**src/rtl/uart_pkg.sv**
```systemverilog
// Shared definitions for the UART receive path.
//   - drain_state_e : 2-bit encoding of the RX-to-stream drain FSM
//   - D_W_DEF       : default byte width
//   - CNT_W_DEF     : default width of the dropped-byte counter
package uart_pkg;

    localparam int D_W_DEF   = 8;
    localparam int CNT_W_DEF = 8;

    typedef enum logic [1:0] {
        ST_IDLE  = 2'd0,
        ST_FETCH = 2'd1,
        ST_VALID = 2'd2
    } drain_state_e;

endpackage

```
**src/rtl/uart_rx_err_status.sv**
```systemverilog
// Sticky receive-error status with a saturating dropped-byte counter.
// Ports:
//   clk, rst       : clock, synchronous active-high reset
//   clr            : one-cycle clear of flags and counter
//   ovr_set        : a byte was dropped because the FIFO was full
//   ferr_set       : a byte arrived with a stop-bit error
//   drop_inc       : a byte was dropped (at most one increment per byte)
//   overrun_error  : sticky overrun flag
//   frame_error    : sticky frame-error flag
//   drop_cnt       : saturating count of dropped bytes
module uart_rx_err_status
    import uart_pkg::*;
#(
    parameter int CNT_W = CNT_W_DEF
) (
    input  logic             clk,
    input  logic             rst,
    input  logic             clr,
    input  logic             ovr_set,
    input  logic             ferr_set,
    input  logic             drop_inc,
    output logic             overrun_error,
    output logic             frame_error,
    output logic [CNT_W-1:0] drop_cnt
);

    localparam logic [CNT_W-1:0] CNT_MAX = '1;

    logic             ovr_q,  ovr_d;
    logic             ferr_q, ferr_d;
    logic [CNT_W-1:0] cnt_q,  cnt_d;
    logic [CNT_W-1:0] cnt_base;

    // A set in the same cycle as a clear wins: the clear zeroes the old
    // state first, then the new event is applied on top.
    always_comb begin
        ovr_d    = (ovr_q  & ~clr) | ovr_set;
        ferr_d   = (ferr_q & ~clr) | ferr_set;
        cnt_base = clr ? '0 : cnt_q;
        cnt_d    = cnt_base;
        if (drop_inc && (cnt_base != CNT_MAX)) begin
            cnt_d = cnt_base + CNT_W'(1);
        end
    end

    always_ff @(posedge clk) begin
        if (rst) begin
            ovr_q  <= 1'b0;
            ferr_q <= 1'b0;
            cnt_q  <= '0;
        end else begin
            ovr_q  <= ovr_d;
            ferr_q <= ferr_d;
            cnt_q  <= cnt_d;
        end
    end

    assign overrun_error = ovr_q;
    assign frame_error   = ferr_q;
    assign drop_cnt      = cnt_q;

endmodule

```
**src/rtl/uart_rx_stream_ctrl.sv**
```systemverilog
// UART receive sequencing: writes received bytes into the RX FIFO, drains
// the FIFO onto an AXI-Stream master under tready backpressure, and keeps
// sticky overrun/frame-error status plus a saturating drop counter.
// Ports:
//   clk, rst                         : clock, synchronous active-high reset
//   rx_en, rx_valid, rx_byte, rx_ferr: deserializer side
//   ff_wr_en, ff_data_in, ff_full    : FIFO write side
//   ff_rd_en, ff_data_out, ff_empty  : FIFO read side (data one cycle after rd)
//   m_axis_data/tvalid/tready        : AXI-Stream master
//   err_clr, overrun_error, frame_error, drop_cnt : status
//   busy                             : drain in progress or FIFO not empty
module uart_rx_stream_ctrl
    import uart_pkg::*;
#(
    parameter int D_W       = D_W_DEF,
    parameter bit DROP_FERR = 1'b1,
    parameter int CNT_W     = CNT_W_DEF
) (
    input  logic             clk,
    input  logic             rst,
    input  logic             rx_en,
    input  logic             rx_valid,
    input  logic [D_W-1:0]   rx_byte,
    input  logic             rx_ferr,
    output logic             ff_wr_en,
    output logic [D_W-1:0]   ff_data_in,
    input  logic             ff_full,
    output logic             ff_rd_en,
    input  logic [D_W-1:0]   ff_data_out,
    input  logic             ff_empty,
    output logic [D_W-1:0]   m_axis_data,
    output logic             m_axis_tvalid,
    input  logic             m_axis_tready,
    input  logic             err_clr,
    output logic             overrun_error,
    output logic             frame_error,
    output logic [CNT_W-1:0] drop_cnt,
    output logic             busy
);

    drain_state_e   state_q;
    logic [D_W-1:0] data_q;
    logic           tvalid_q;
    logic           rd_req;

    // ---------------- write side ----------------
    logic rx_take;
    logic ferr_drop;

    assign rx_take    = rx_en & rx_valid;
    assign ferr_drop  = DROP_FERR & rx_ferr;
    // Uses the current ff_full: a byte arriving while full is dropped even
    // if the drain side reads in the same cycle.
    assign ff_wr_en   = rx_take & ~ff_full & ~ferr_drop;
    assign ff_data_in = rx_byte;

    uart_rx_err_status #(
        .CNT_W (CNT_W)
    ) u_err_status (
        .clk           (clk),
        .rst           (rst),
        .clr           (err_clr),
        .ovr_set       (rx_take & ff_full),
        .ferr_set      (rx_take & rx_ferr),
        .drop_inc      (rx_take & (ff_full | ferr_drop)),
        .overrun_error (overrun_error),
        .frame_error   (frame_error),
        .drop_cnt      (drop_cnt)
    );

    // ---------------- drain side ----------------
    // Read request is combinational so the FIFO sees it in the same cycle the
    // FSM decides to fetch; it is gated by ff_empty so an empty FIFO is never read.
    always_comb begin
        rd_req = 1'b0;
        case (state_q)
            ST_IDLE:  rd_req = ~ff_empty;
            ST_VALID: rd_req = m_axis_tready & ~ff_empty;
            default:  rd_req = 1'b0;
        endcase
    end

    assign ff_rd_en = rd_req & ~rst;

    always_ff @(posedge clk) begin
        if (rst) begin
            state_q  <= ST_IDLE;
            tvalid_q <= 1'b0;
            data_q   <= '0;
        end else begin
            case (state_q)
                ST_IDLE: begin
                    if (rd_req) state_q <= ST_FETCH;
                end
                ST_FETCH: begin
                    data_q   <= ff_data_out;
                    tvalid_q <= 1'b1;
                    state_q  <= ST_VALID;
                end
                ST_VALID: begin
                    if (m_axis_tready) begin
                        tvalid_q <= 1'b0;
                        state_q  <= rd_req ? ST_FETCH : ST_IDLE;
                    end
                end
                default: begin
                    tvalid_q <= 1'b0;
                    state_q  <= ST_IDLE;
                end
            endcase
        end
    end

    assign m_axis_data   = data_q;
    assign m_axis_tvalid = tvalid_q;
    assign busy          = (state_q != ST_IDLE) | ~ff_empty;

endmodule

```
**config.mk**
```make
export PLATFORM = sky130hd
export DESIGN_NAME = uart_rx_stream_ctrl
export DESIGN_NICKNAME = d
export VERILOG_FILES = /design/src/rtl/uart_pkg.sv /design/src/rtl/uart_rx_err_status.sv /design/src/rtl/uart_rx_stream_ctrl.sv
export SDC_FILE = /design/constraint.sdc
export NUM_CORES = 1
export LEC_CHECK = 0
export CAP_MARGIN = 20
export CORE_ASPECT_RATIO = 0.8
export CORE_MARGIN = 1.5
export CORE_UTILIZATION = 30
export CTS_CLUSTER_SIZE = 14
export DETAILED_ROUTE_END_ITERATION = 7
export GPL_TIMING_DRIVEN = 0
export PLACE_DENSITY = 0.78
export SYNTH_ARGS = -nofsm -noshare
export SYNTH_HDL_FRONTEND = slang
export SYNTH_SLANG_ARGS = --single-unit
export TNS_END_PERCENT = 10
```
**constraint.sdc**
```tcl
create_clock -name clk -period 4.3 [get_ports clk]
set_clock_uncertainty 0.15 [all_clocks]
set_input_delay 0.645 -clock clk [delete_from_list [all_inputs] [get_ports clk]]
set_output_delay 0.645 -clock clk [all_outputs]
set_load 0.01 [all_outputs]
```
==> metrics.md, run 1 <==
| Metric | Value |
|---|---|
| Status | `finished, final reports clean` |
| Element type at the critical path end | `output port` |
| Die ar. | `0.00352 sq mm` |
| Clock root cell | `clkbuf_8` |
| Worst vdd ir | `0.178 mV` |
| CTS Buf Count | `3` |
| Global-route wire length before repair | `3860 um` |
| Busiest layer in global routing | `met2` |
| Hold buffer count at CTS | `0` |
| Number of routed nets with antenna violations | `0` |
| I/O pin count | `55` |
| P per Cell Area | `268 mW/mm^2` |
| Total power | `404 uW` |
| Most frequent cells in the layout | `clkdlybuf4s50_1 (46), nand2_1 (23), dfxtp_1 (21), nor2_1 (10), a21oi_1 (9)` |
| Drt wl/cell | `11.8 um` |
| Final Max Tran Viols | `0` |
| Critical Path RT | `3.50 ns` |
| Max-cap violations | `0` |
| Row cnt | `18` |
| Final setup viols | `0` |
| DRT Wirelength | `2400 um` |
| Largest net degree at the start of global routing | `12` |
| Layout fillers | `303` |
| Footprint of the multi-input gates | `453 sq um` |
| Min-Delay Path Class | `flip-flop to flip-flop` |
| Top FF cell, synth | `dfxtp_1` |
| Die span in x | `66.0 um` |
| Area grow syn2layout | `58.3%` |
| Post-synthesis instance total | `113` |
| M1 GR Usage | `16.6%` |
| Relative slew slack | `68.6%` |
| Share of cells above drive strength 1 | `8.59%` |
| RSZ-0062 raised after global routing | `false` |
| Synth area leaders | `dfxtp_1 (44%), nand2_1 (9.1%), buf_4 (6.3%), a21oi_1 (4.7%), nor2_1 (3.9%)` |
| Nets | `190` |
| Finished Layout Cells | `203` |
| Synth area leader | `dfxtp_1` |
| Vias per inst | `4.81` |
| Dpl cells | `199` |
| Syn Area/Cell | `8.43 sq um` |
| Remaining Overflow, GRT | `0` |
| Die height | `53.4 um` |
| Worst-path fanout max | `10` |
| Drc violations | `0` |
| Worst Setup Start Kind | `input port` |
| Slew @ Worst Pin | `0.471 ns` |
| CTS tree | `yes` |
| Post-route minimum period | `2.98 ns` |
| Area of the mapped netlist | `952 sq um` |
| Yosys warnings | `0` |
| Port-buffer cells | `46` |
| Synthesized net count | `139` |
| EDFF count, synth | `0` |
| Bufs on Longest Clock Path | `2` |
| TNS Setup | `0 ns` |
| Drt pass-1 iters | `4` |
| Crit path kind | `input port to output port` |
| Library cells used by synthesis | `32` |
| Grt met3 use | `4.26%` |
| Ant diodes | `0` |
| Vias in the first global route | `928` |
| Antenna violations before repair | `0` |
| Sink Count | `21` |
| Met2 Use GR | `26.6%` |
| Core area | `0.00306 sq mm` |
| Post-cts resize count | `0` |
| F_max | `336 MHz` |
| Via Count | `976` |
| Initial DRC Count | `37` |
| Most common cell after layout, fill and taps aside | `clkdlybuf4s50_1` |
| Number of synthesized register bits | `21` |
| Place WS | `1.30 ns` |
| Crit share post-route | `69.3%` |
| Sequential area share after synthesis | `44.2%` |
| Synth top area share | `44.2%` |
| Post-CTS setup buffer count | `0` |
| H-tree levels | `1` |
| Setup ws final | `1.32 ns` |
| Final hold violations | `0` |
| GRT Util Overall | `14.4%` |
| Core Util, Final | `49.2%` |
| Clock latency at the later pin of the worst-skew pair | `0.26 ns` |
| Post-DP HPWL | `1890 um` |
| Leak | `0.563 nW` |
| Clock transition at the registers of the reported paths | `0.07 ns` |
| RD Place Congestion | `0.745` |
| Ys async rst share | `0%` |
| FF+latch area | `420 sq um` |
| Initial core utilization | `31.1%` |
| Worst EP arrival | `2.18 ns` |
## metrics by stage
step	hold WS (ns)	cell area [sq um]
final	0.309	1510
after global routing	0.329	1510
after CTS	0.314	1510
after detailed placement	0.303	1460
after global placement	0.293	1460
after floorplan	0.331	952
## cell type report
class	count	area share, %
clock buffer	4	2.99
sequential	21	27.9
buffer	12	4.98
tap	40	3.32
multi-input combinational	79	30.0
inverter	1	0.249
timing repair buffer	46	30.5
## layer usage
metal  vias up  wire length (um)
li1        479                 -
met5         -                 0
met1       465              1020
met2        32              1230
met4         0                 0
met3         0               151
## worst paths after layout
kind | startpoint | to | slack, ns | depth (start not counted)
setup reg to reg | u_err_status.drop_cnt[1] | u_err_status.drop_cnt[7] | 2.57 | 6
hold / removal | m_axis_data[7] | m_axis_data[7] | 0.31 | 2
hold reg to reg | m_axis_data[7] | m_axis_data[7] | 0.31 | 2
setup / recovery | rst | ff_rd_en | 1.32 | 4
## power breakdown
part | switching [mW] | internal, mW
Clock | 0.0605 | 0.0659
Combinational | 0.0284 | 0.0440
Sequential | 0.00453 | 0.201
## cells in the mapped netlist, types with 2 or more instances
master    number
or3_1          3
o21ai_0        2
nor2_1        10
dfxtp_1       21
nand2b_1       2
a21boi_1       2
nor2b_1        2
nand2_1       23
a32oi_1        2
and2b_1        2
a21oi_1        9
xnor2_1        3
nor3_1         2
clkbuf_1       3
buf_4          8
nor4_1         2
o211ai_1       2
## cell families (layout without fill, tap and decap cells)
family / Yosys count / after routing / share of synthesized area [%]
mux: 1 / 1 / 1.05
flops: 21 / 21 / 44.2
fa+ha+maj: 1 / 1 / 1.31
buf+inv: 13 / 63 / 8.28
compound gates: 22 / 22 / 15.2
xor+xnor: 4 / 4 / 3.68
simple gates: 51 / 51 / 26.3
## flip-flops by register name, indices dropped and copies added (netlist names)
register,count
u_err_status.frame_error,1
m_axis_data,8
u_err_status.overrun_error,1
m_axis_tvalid,1
u_err_status.drop_cnt,8
state_q,2
## worst max-delay path, stage by stage
cell and delay [ns]:
clkdlybuf4s50_1 0.43, clkbuf_1 0.25, nor4_1 0.27, clkdlybuf4s50_1 0.58
No activity file was read; power rests on OpenSTA's default activity.
==> inputs of run 2 (changes only) <==
Clock period 4.3 ns to 2.8 ns, I/O delays scaled along.
==> results of run 2 <==
The final DEF is identical to that of run 1. Status: finished, final reports clean.
Among the figures that moved: setup slack after placement 1.30 ns -> 0.249 ns; setup slack after layout 1.32 ns -> 0.271 ns; register-to-register setup slack 2.57 ns -> 1.07 ns; total power 0.404 mW -> 0.621 mW; worst IR drop on VDD 0.178 mV -> 0.273 mV
